==> src/rtl/scan_chain_driver_pkg.sv <==
// Shared types, defaults and chain-slot arithmetic for the scan chain driver.
package scan_chain_driver_pkg;

   localparam int unsigned DEF_NUM_DESIGNS = 249;
   localparam int unsigned DEF_NUM_IOS     = 8;
   localparam int unsigned DEF_CLK_DIV     = 2;
   localparam int unsigned SEL_W           = 9;

   // Returned by slot_offset when a shift index does not belong to the selected design.
   localparam logic [31:0] NO_SLOT = 32'hFFFF_FFFF;

   typedef enum logic [2:0] {
      ST_IDLE    = 3'd0,
      ST_CAPTURE = 3'd1,
      ST_SHIFT   = 3'd2,
      ST_LATCH   = 3'd3,
      ST_DONE    = 3'd4
   } scan_state_e;

   // Bit b of design sel sits at chain position sel*ios+b. The bit shifted during
   // period n lands at position len-1-n, and the bit read back during period n
   // was captured at that same position. Returns b, or NO_SLOT when outside sel.
   function automatic logic [31:0] slot_offset(input logic [31:0] n,
                                               input logic [31:0] sel,
                                               input logic [31:0] num_designs,
                                               input logic [31:0] num_ios);
      logic [31:0] len;
      logic [31:0] pos;
      logic [31:0] base;
      len         = num_designs * num_ios;
      base        = sel * num_ios;
      pos         = '0;
      slot_offset = NO_SLOT;
      if ((sel < num_designs) && (n < len)) begin
         pos = len - 32'd1 - n;
         if ((pos >= base) && (pos < (base + num_ios))) begin
            slot_offset = pos - base;
         end
      end
   endfunction

endpackage

==> src/rtl/scan_chain_driver_clk_gen.sv <==
// Scan clock divider: 2*CLK_DIV clk per scan period, low half first.
// The scan clock level is registered; the strobes decode the current phase.
module scan_chain_driver_clk_gen #(
   parameter int unsigned CLK_DIV = 2
) (
   input  logic clk,
   input  logic reset,
   input  logic restart,
   input  logic clk_en,
   output logic scan_clk,
   output logic sample_strobe_c,
   output logic period_end_c
);

   localparam int unsigned PERIOD = 2 * CLK_DIV;
   localparam int unsigned CNT_W  = $clog2(PERIOD);

   logic [CNT_W-1:0] cnt_q;
   logic [CNT_W-1:0] cnt_d;

   // Phase decode: last clk of the low half, last clk of the period.
   assign sample_strobe_c = (cnt_q == CNT_W'(CLK_DIV - 1));
   assign period_end_c    = (cnt_q == CNT_W'(PERIOD - 1));

   // Next phase; restart forces the start of a low half.
   always_comb begin
      cnt_d = cnt_q + CNT_W'(1);
      if (restart || period_end_c) begin
         cnt_d = '0;
      end
   end

   // Phase counter and registered scan clock level aligned with it.
   always_ff @(posedge clk) begin
      if (reset) begin
         cnt_q    <= '0;
         scan_clk <= 1'b0;
      end else begin
         cnt_q    <= cnt_d;
         scan_clk <= clk_en && (cnt_d >= CNT_W'(CLK_DIV));
      end
   end

endmodule

==> src/rtl/scan_chain_driver.sv <==
// Daisy-chain initiator: per frame capture all design outputs, shift fresh
// inputs to the selected design while reading its captured outputs, then latch.
module scan_chain_driver
   import scan_chain_driver_pkg::*;
#(
   parameter int unsigned NUM_DESIGNS = DEF_NUM_DESIGNS,
   parameter int unsigned NUM_IOS     = DEF_NUM_IOS,
   parameter int unsigned CLK_DIV     = DEF_CLK_DIV
) (
   input  logic               clk,
   input  logic               reset,
   input  logic [SEL_W-1:0]   active_select,
   input  logic [NUM_IOS-1:0] inputs,
   output logic [NUM_IOS-1:0] outputs,
   output logic               ready,
   output logic               scan_clk_out,
   output logic               scan_data_out,
   output logic               scan_select,
   output logic               scan_latch_en,
   input  logic               scan_data_in
);

   localparam int unsigned SCAN_LEN = NUM_DESIGNS * NUM_IOS;
   localparam int unsigned CNT_W    = $clog2(SCAN_LEN + 1);
   localparam int unsigned BIT_W    = (NUM_IOS > 1) ? $clog2(NUM_IOS) : 1;

   scan_state_e        state_q;
   scan_state_e        state_d;
   logic [CNT_W-1:0]   shift_cnt_q;
   logic [CNT_W-1:0]   shift_cnt_d;
   logic [SEL_W-1:0]   sel_q;
   logic [NUM_IOS-1:0] in_q;
   logic [NUM_IOS-1:0] out_q;

   logic               cap_entry_c;
   logic               clk_en_c;
   logic               sample_strobe_c;
   logic               period_end_c;
   logic [31:0]        drv_off_c;
   logic [31:0]        smp_off_c;
   logic               drv_hit_c;
   logic               smp_hit_c;
   logic               drv_bit_c;
   logic               sel_valid_c;

   scan_chain_driver_clk_gen #(
      .CLK_DIV (CLK_DIV)
   ) u_clk_gen (
      .clk             (clk),
      .reset           (reset),
      .restart         (cap_entry_c),
      .clk_en          (clk_en_c),
      .scan_clk        (scan_clk_out),
      .sample_strobe_c (sample_strobe_c),
      .period_end_c    (period_end_c)
   );

   // Frame sequencing; the shift index never wraps and restarts on capture entry.
   always_comb begin
      state_d     = state_q;
      shift_cnt_d = shift_cnt_q;
      cap_entry_c = 1'b0;
      clk_en_c    = 1'b0;
      unique case (state_q)
         ST_IDLE: begin
            state_d = ST_CAPTURE;
         end
         ST_CAPTURE: begin
            if (period_end_c) begin
               state_d = ST_SHIFT;
            end
         end
         ST_SHIFT: begin
            if (period_end_c) begin
               if (shift_cnt_q == CNT_W'(SCAN_LEN - 1)) begin
                  state_d = ST_LATCH;
               end else begin
                  shift_cnt_d = shift_cnt_q + CNT_W'(1);
               end
            end
         end
         ST_LATCH: begin
            if (period_end_c) begin
               state_d = ST_DONE;
            end
         end
         ST_DONE: begin
            state_d = ST_CAPTURE;
         end
         default: begin
            state_d = ST_IDLE;
         end
      endcase
      if ((state_d == ST_CAPTURE) && (state_q != ST_CAPTURE)) begin
         cap_entry_c = 1'b1;
         shift_cnt_d = '0;
      end
      clk_en_c = (state_d == ST_CAPTURE) || (state_d == ST_SHIFT);
   end

   // Chain position decode for the bit driven next and the bit sampled now.
   always_comb begin
      drv_off_c   = slot_offset(32'(shift_cnt_d), 32'(sel_q), 32'(NUM_DESIGNS), 32'(NUM_IOS));
      smp_off_c   = slot_offset(32'(shift_cnt_q), 32'(sel_q), 32'(NUM_DESIGNS), 32'(NUM_IOS));
      drv_hit_c   = (drv_off_c < 32'(NUM_IOS));
      smp_hit_c   = (smp_off_c < 32'(NUM_IOS));
      drv_bit_c   = drv_hit_c && in_q[drv_off_c[BIT_W-1:0]];
      sel_valid_c = (32'(sel_q) < 32'(NUM_DESIGNS));
   end

   // State register.
   always_ff @(posedge clk) begin
      if (reset) begin
         state_q     <= ST_IDLE;
         shift_cnt_q <= '0;
      end else begin
         state_q     <= state_d;
         shift_cnt_q <= shift_cnt_d;
      end
   end

   // Frame request capture and serial read-back assembly.
   always_ff @(posedge clk) begin
      if (reset) begin
         sel_q <= '0;
         in_q  <= '0;
         out_q <= '0;
      end else if (cap_entry_c) begin
         sel_q <= active_select;
         in_q  <= inputs;
         out_q <= '0;
      end else if ((state_q == ST_SHIFT) && sample_strobe_c && smp_hit_c) begin
         out_q[smp_off_c[BIT_W-1:0]] <= scan_data_in;
      end
   end

   // Registered chain controls and host result, aligned with the state register.
   always_ff @(posedge clk) begin
      if (reset) begin
         scan_select   <= 1'b0;
         scan_latch_en <= 1'b0;
         scan_data_out <= 1'b0;
         ready         <= 1'b0;
         outputs       <= '0;
      end else begin
         scan_select   <= (state_d == ST_CAPTURE);
         scan_latch_en <= (state_d == ST_LATCH);
         scan_data_out <= (state_d == ST_SHIFT) && drv_bit_c;
         ready         <= (state_d == ST_DONE);
         if (state_d == ST_DONE) begin
            outputs <= sel_valid_c ? out_q : '0;
         end
      end
   end

endmodule

==> config.mk <==
export PLATFORM = sky130hd
export DESIGN_NAME = scan_chain_driver
export DESIGN_NICKNAME = d
export VERILOG_FILES = /design/src/rtl/scan_chain_driver_pkg.sv /design/src/rtl/scan_chain_driver_clk_gen.sv /design/src/rtl/scan_chain_driver.sv
export SDC_FILE = /design/constraint.sdc
export NUM_CORES = 1
export LEC_CHECK = 0
export BUFFER_PORTS_ARGS = -buffer_cell sky130_fd_sc_hd__buf_2
export CAP_MARGIN = 10
export CELL_PAD_IN_SITES_DETAIL_PLACEMENT = 1
export CELL_PAD_IN_SITES_GLOBAL_PLACEMENT = 2
export CORE_UTILIZATION = 37
export DETAILED_ROUTE_END_ITERATION = 10
export PLACE_DENSITY = 0.88
export SKIP_LAST_GASP = 1
export SLEW_MARGIN = 30
export SYNTH_ARGS = -nofsm -noshare
export SYNTH_HDL_FRONTEND = slang
export SYNTH_SLANG_ARGS = --single-unit
==> constraint.sdc <==
create_clock -name clk -period 5.3 [get_ports clk]
set_input_delay 0.795 -clock clk [delete_from_list [all_inputs] [get_ports clk]]
set_output_delay 0.795 -clock clk [all_outputs]
set_load 0.005 [all_outputs]
# Word level (Yosys, flattened, before mapping)
# Cells that the tools add are included.
# word_totals
mem_count	0
latch_bits	0
out_inout_bits	13
elab_cells	81
inputBits	20
romBits	0
ff_bits	54
mem_bits_rw	0
# op_classes
add_sub_neg	7
magnitude_cmp	13
n_mux	21
n_reduce_logical	16
n_bitwise	0
shifts	0
multipliers	0
n_eq_ne	12
div_mod_pow	0
# op_table
cell	count
$mux 32	4
$ge 32x12->1	2
$lt 32x13->1	2
$lt 32x4->1 const B	2
$mux 11	4
$sub 12x13->14	2
$sub 11x11->12 const A	2
$lt 11x11->1 const B	2
$add 12x4->13 const B	1
$eq 3x2->1 const B	4
$mux 3	4
$pmux 3 s4	1
$add 11x1->11 const B	1
$eq 11x11->1 const B	1
$logic_and 1x1->1	11
$lt 9x8->1 const B	1
$bwmux 8	1
$lt 3x4->1 const B	2
$mux 8	1
$eq 3x1->1 const B	2
$eq 3x3->1 const B	2
$reduce_or 2->1	2
$bmux 1 s3	1
$demux 1 s3	1
10 further kinds	13

# Depth between registers and ports, before layout
# depth
ltp_word	16
mapped_depth	22
ltp_nobuf	22

# Hierarchy
# From an unflattened synthesis, not the netlist that was laid out.
# unflattened
cells_unflattened	510
hier_area_um2	4076.4
# modules_own_cells
mod	instances	seq_area_each_um2	cells_per_inst	area_per_inst_um2
scan_chain_driver	1	1021.0	501	3962.6
scan_chain_driver_clk_gen	1	60.1	9	113.9

# Least setup slack after synthesis
# No wires, ideal clock.
# synth_timing
kind	reg-to-reg
from	register shift_cnt_q[3]
to	register scan_data_out
t_required_ps	5182
path_slack_ps	522
t_arrival_ps	4660
setup_time_ps	118
stages_incl_launch_ff	22
n_path_buf	0
period_less_slack_ps	4778
cell_sequence	dfxtp_1 > inv_1 > ha_1 > nand2b_1 > nor4_4 > nor2_1 > nand4_1 > xnor2_1 > or2_2 > ha_1 > a21o_1 > nor3_1 > xnor2_1 > nand2_1 > ha_1 > nand4b_1 > nor4_1 > a21oi_1 > a2111oi_4 > mux4_2 > and2_1 > o2111a_1
# synth_between
elab_chain_len	16
elab_cells_between_ends	26
classes_between	add/sub: 3; order compare: 4; eq/ne: 3; mux: 11; reduce/logical: 5
# synth_rtl
item	line_no	source
from (decl)	scan_chain_driver.sv:29	logic [CNT_W-1:0] shift_cnt_q;
from (signal assigned)	scan_chain_driver.sv:118	shift_cnt_q <= shift_cnt_d;
branches (longest 15 deep; another with $ge 32x12->1)	n/a	
$logic_and 1x1->1 *	scan_chain_driver.sv:148	scan_data_out <= (state_d == ST_SHIFT) && drv_bit_c;
to (signal assigned)	scan_chain_driver.sv:148	
to (decl)	scan_chain_driver.sv:17	output logic scan_data_out,
# Mark *: on every way between the ends. The select of a mux whose other input is x is not followed.
# A chain may end at the register's enable or synchronous reset.

# Worst setup path after layout
# layout_timing
from	register shift_cnt_q[5]
to	register scan_data_out
# Same word-level chain as after synthesis.

==> results.toml <==
[worst_hold_path]
hold_class = "flip-flop to flip-flop"

[detailed_routing]
maxUsedRoutingLayer = "met4"
drc = 0
wl_met2_mm = 6.08
wl_met3_um = 565
drt_wl_total_mm = 12.7
drt_iter0_markers = 202
vias = 3824
routedWlPerCell_um = 18.7
vias_per_cell = 5.65
m1WireLength_mm = 5.74
ant_nets = 0
drt_pass1_iterations = 4

[setup_path]
path_buf_inv = 1
path_class = "flip-flop to flip-flop"
slowest_delay_ps = 550
slowest_stage = "dfxtp_1"
worstSetupEndpointType = "flip-flop"
path_cells = "nand2b_4 > nor4_4 > buf_4 > nor2_2 > nand4_1 > xnor2_1 > or2_2 > ha_1 > a21o_1 > xor2_1 > nand2_1 > ha_4 > nor2_1 > o21ai_0 > o41a_1 > a31oi_1 > or2_2 > a2111oi_4 > mux4_2 > and2_1 > o2111a_1"
crit_required_ps = 5490
critPathTopFamily = "simple AND/OR/NAND/NOR gates"
cp-start-kind = "flip-flop"
critPathMaxFanout = 10
crit_top_cell = "or2_2"
worstPathArrival_ps = 5230

[synth]
yosysWarnings = 0
ys_ff_latch = 54
synth_compound_gate_area_share_pct = 21.3
synth-xor-area-share_pct = 6.28
synth_top_area_share_pct = 25.8
synth_cell_type_count = 67
synth-edff-count = 0
synth_fp_nets = 579
ys_top_cells_by_area = "dfxtp_1, ha_1, nand2_1, a21oi_1, xnor2_1"
synthFlopType = "dfxtp_1"
synth.avg_cell_area_um2 = 8.22
syn_area_mm2 = 0.00419
synth-adder-area-share_pct = 15.3
synth_top_family_by_area = "simple AND/OR/NAND/NOR gates"
synth-simple-area-share_pct = 24.0
postSynthCellCount = 509
async_reset_ff_share_pct = 0
synth_mux_area_share_pct = 1.76
yosysSeqAreaShare_pct = 25.8
yosysTopAreaCell = "dfxtp_1"

[floorplanning]
die_x_um = 108
start_util_pct = 38.3
num_io_pins = 33
die_h_um = 108
coreArea_mm2 = 0.0109
rows = 38
fp.dieArea_mm2 = 0.0117

[cts]
clock_path_buffers = 2
hold_buffers = 0
numClockSinks = 54
cts_inserted_buffers = 5
ctsRootBufferMaster = "clkbuf_16"
clk_latency_ps = 300
path_clk_slew_ps = 80
h-tree-depth = 2
tritoncts = "yes"

[sta]
fin_crit_ps = 5050
tightest_slew_ps = 885
final_max_slew_viol_count = 0
hold_viol_final = 0
post-route-period-util_pct = 95.3
setup_violations = 0
fmax_mhz = 198
skew_ps = 6.02
fin_tns_setup_ps = 0
max-slew-margin-rel_pct = 41.0
rsz0062_at_grt = "no"

[power]
powerDensity_mw_per_mm2 = 201
vdd_drop_max_v = 0.000157
power_leakage_nw = 1.80
power_w = 0.000944

[finish]
diodes = 0
syn_to_final_growth_pct = 12.4
nNetsFinal = 606
drive_gt1_share_pct = 15.5

[global_routing]
grt_overflow = 0
grt_max_degree = 32
grt_pass1_vias = 4028
antenna_found_initial = 0
grt_usage_pct = 22.5
grt_pass1_wl_mm = 20.4

[status]
status = "finished clean"

[placed_design]
port_buffers = 32
place.detailed.hpwl_mm = 9.99
gp_congestion = 0.885

[run]
maxCapViolCount = 0
## report_power, final
group	switching, W	total, W	internal [W]
clock	0.000165	0.000346	0.000181
sequential	0.0000110	0.000428	0.000417
combinational	0.000102	0.000170	0.0000680
total	0.000278	0.000944	0.000666
## final timing paths
path	start	endpoint	slack, ps	cells past startpoint
worst max-delay path	shift_cnt_q[5]$_SDFF_PP0_	scan_data_out$_SDFF_PP0_	250	21
worst min-delay path	in_q[6]$_SDFFE_PP0P_	in_q[6]$_SDFFE_PP0P_	460	2
worst max register to register	shift_cnt_q[5]$_SDFF_PP0_	scan_data_out$_SDFF_PP0_	250	21
worst min register to register	in_q[6]$_SDFFE_PP0P_	in_q[6]$_SDFFE_PP0P_	460	2
## routing by layer
metal,track usage (%),vias up
met3,3.74,25
met2,38.6,84
met4,7.05,0
met1,28.7,1843
li1,-,1872
met5,0,-
## flip-flops by register name, summed over array words and instances (netlist names), 2 cells and up
signal	count
shift_cnt_q	11
sel_q	9
in_q	8
out_q	8
outputs	8
state_q	3
u_clk_gen.cnt_q	2
## layout by cell type, fill, tap and decap left out, types with 12 or more instances in the layout
| master | count |
|---|---|
| a21oi_1 | 38 |
| buf_2 | 32 |
| buf_4 | 15 |
| dfxtp_1 | 53 |
| ha_1 | 46 |
| inv_1 | 28 |
| nand2_1 | 55 |
| nand4_1 | 12 |
| nor2_1 | 44 |
| nor2b_1 | 12 |
| xnor2_1 | 21 |
## synthesized netlist by cell type (4+ instances only)
library cell	n
nand2_1	55
ha_1	48
o31ai_1	8
mux2i_1	4
nand2b_1	7
a31oi_1	6
xnor2_1	21
o21a_1	11
nand4_1	12
buf_2	10
o211ai_1	5
or2_2	6
a22oi_1	8
nand3_1	10
clkbuf_1	15
nor2b_1	12
o21ai_0	11
a21oi_1	38
dfxtp_1	54
a21o_1	7
nor2_1	45
xor2_1	9
inv_1	29
nor3_1	10
## metrics by stage
stage | area, um2 | utilization (%) | setup slack [ps] | std cells | hold WS (ps)
3_5_place_dp | 4490 | 41.1 | 45.7 | 667 | 458
2_1_floorplan | 4190 | - | 522 | 509 | 433
5_1_grt | 4700 | 43.0 | 35.3 | 677 | 495
6_report | 4700 | 43.0 | 251 | 677 | 461
4_1_cts | 4660 | 42.6 | 24.9 | 676 | 467
3_3_place_gp | 4490 | 41.1 | 346 | 667 | 445
## what timing repair did
action | CTS | global route
endpoints found under the setup margin | 1 | 1
setup buffers | 1 | 1
resized for setup | 1 | 8
pin swaps | 1 | 2
## logic make-up after synthesis
logic type	count (synthesis)
simple gates	188
compound gates	125
buf+inv	56
mux	6
flops	54
xor+xnor	30
fa+ha+maj	50
## area by class of cell
type	instances	area, um2
fill	1343	6230
multi-input combinational	399	2910
sequential	54	1080
timing repair buffer	47	273
tap	140	175
clock buffer	5	125
inverter	29	109
clock inverter	3	28.8
## worst min-delay path, delay by kind of cell (launching register included)
family | cells | cell delay [ps]
flip-flops | 1 | 310
AO/OA/AOI/OAI | 1 | 50
AND/OR/NAND/NOR | 1 | 50
Power figures use the tool's default switching activity.
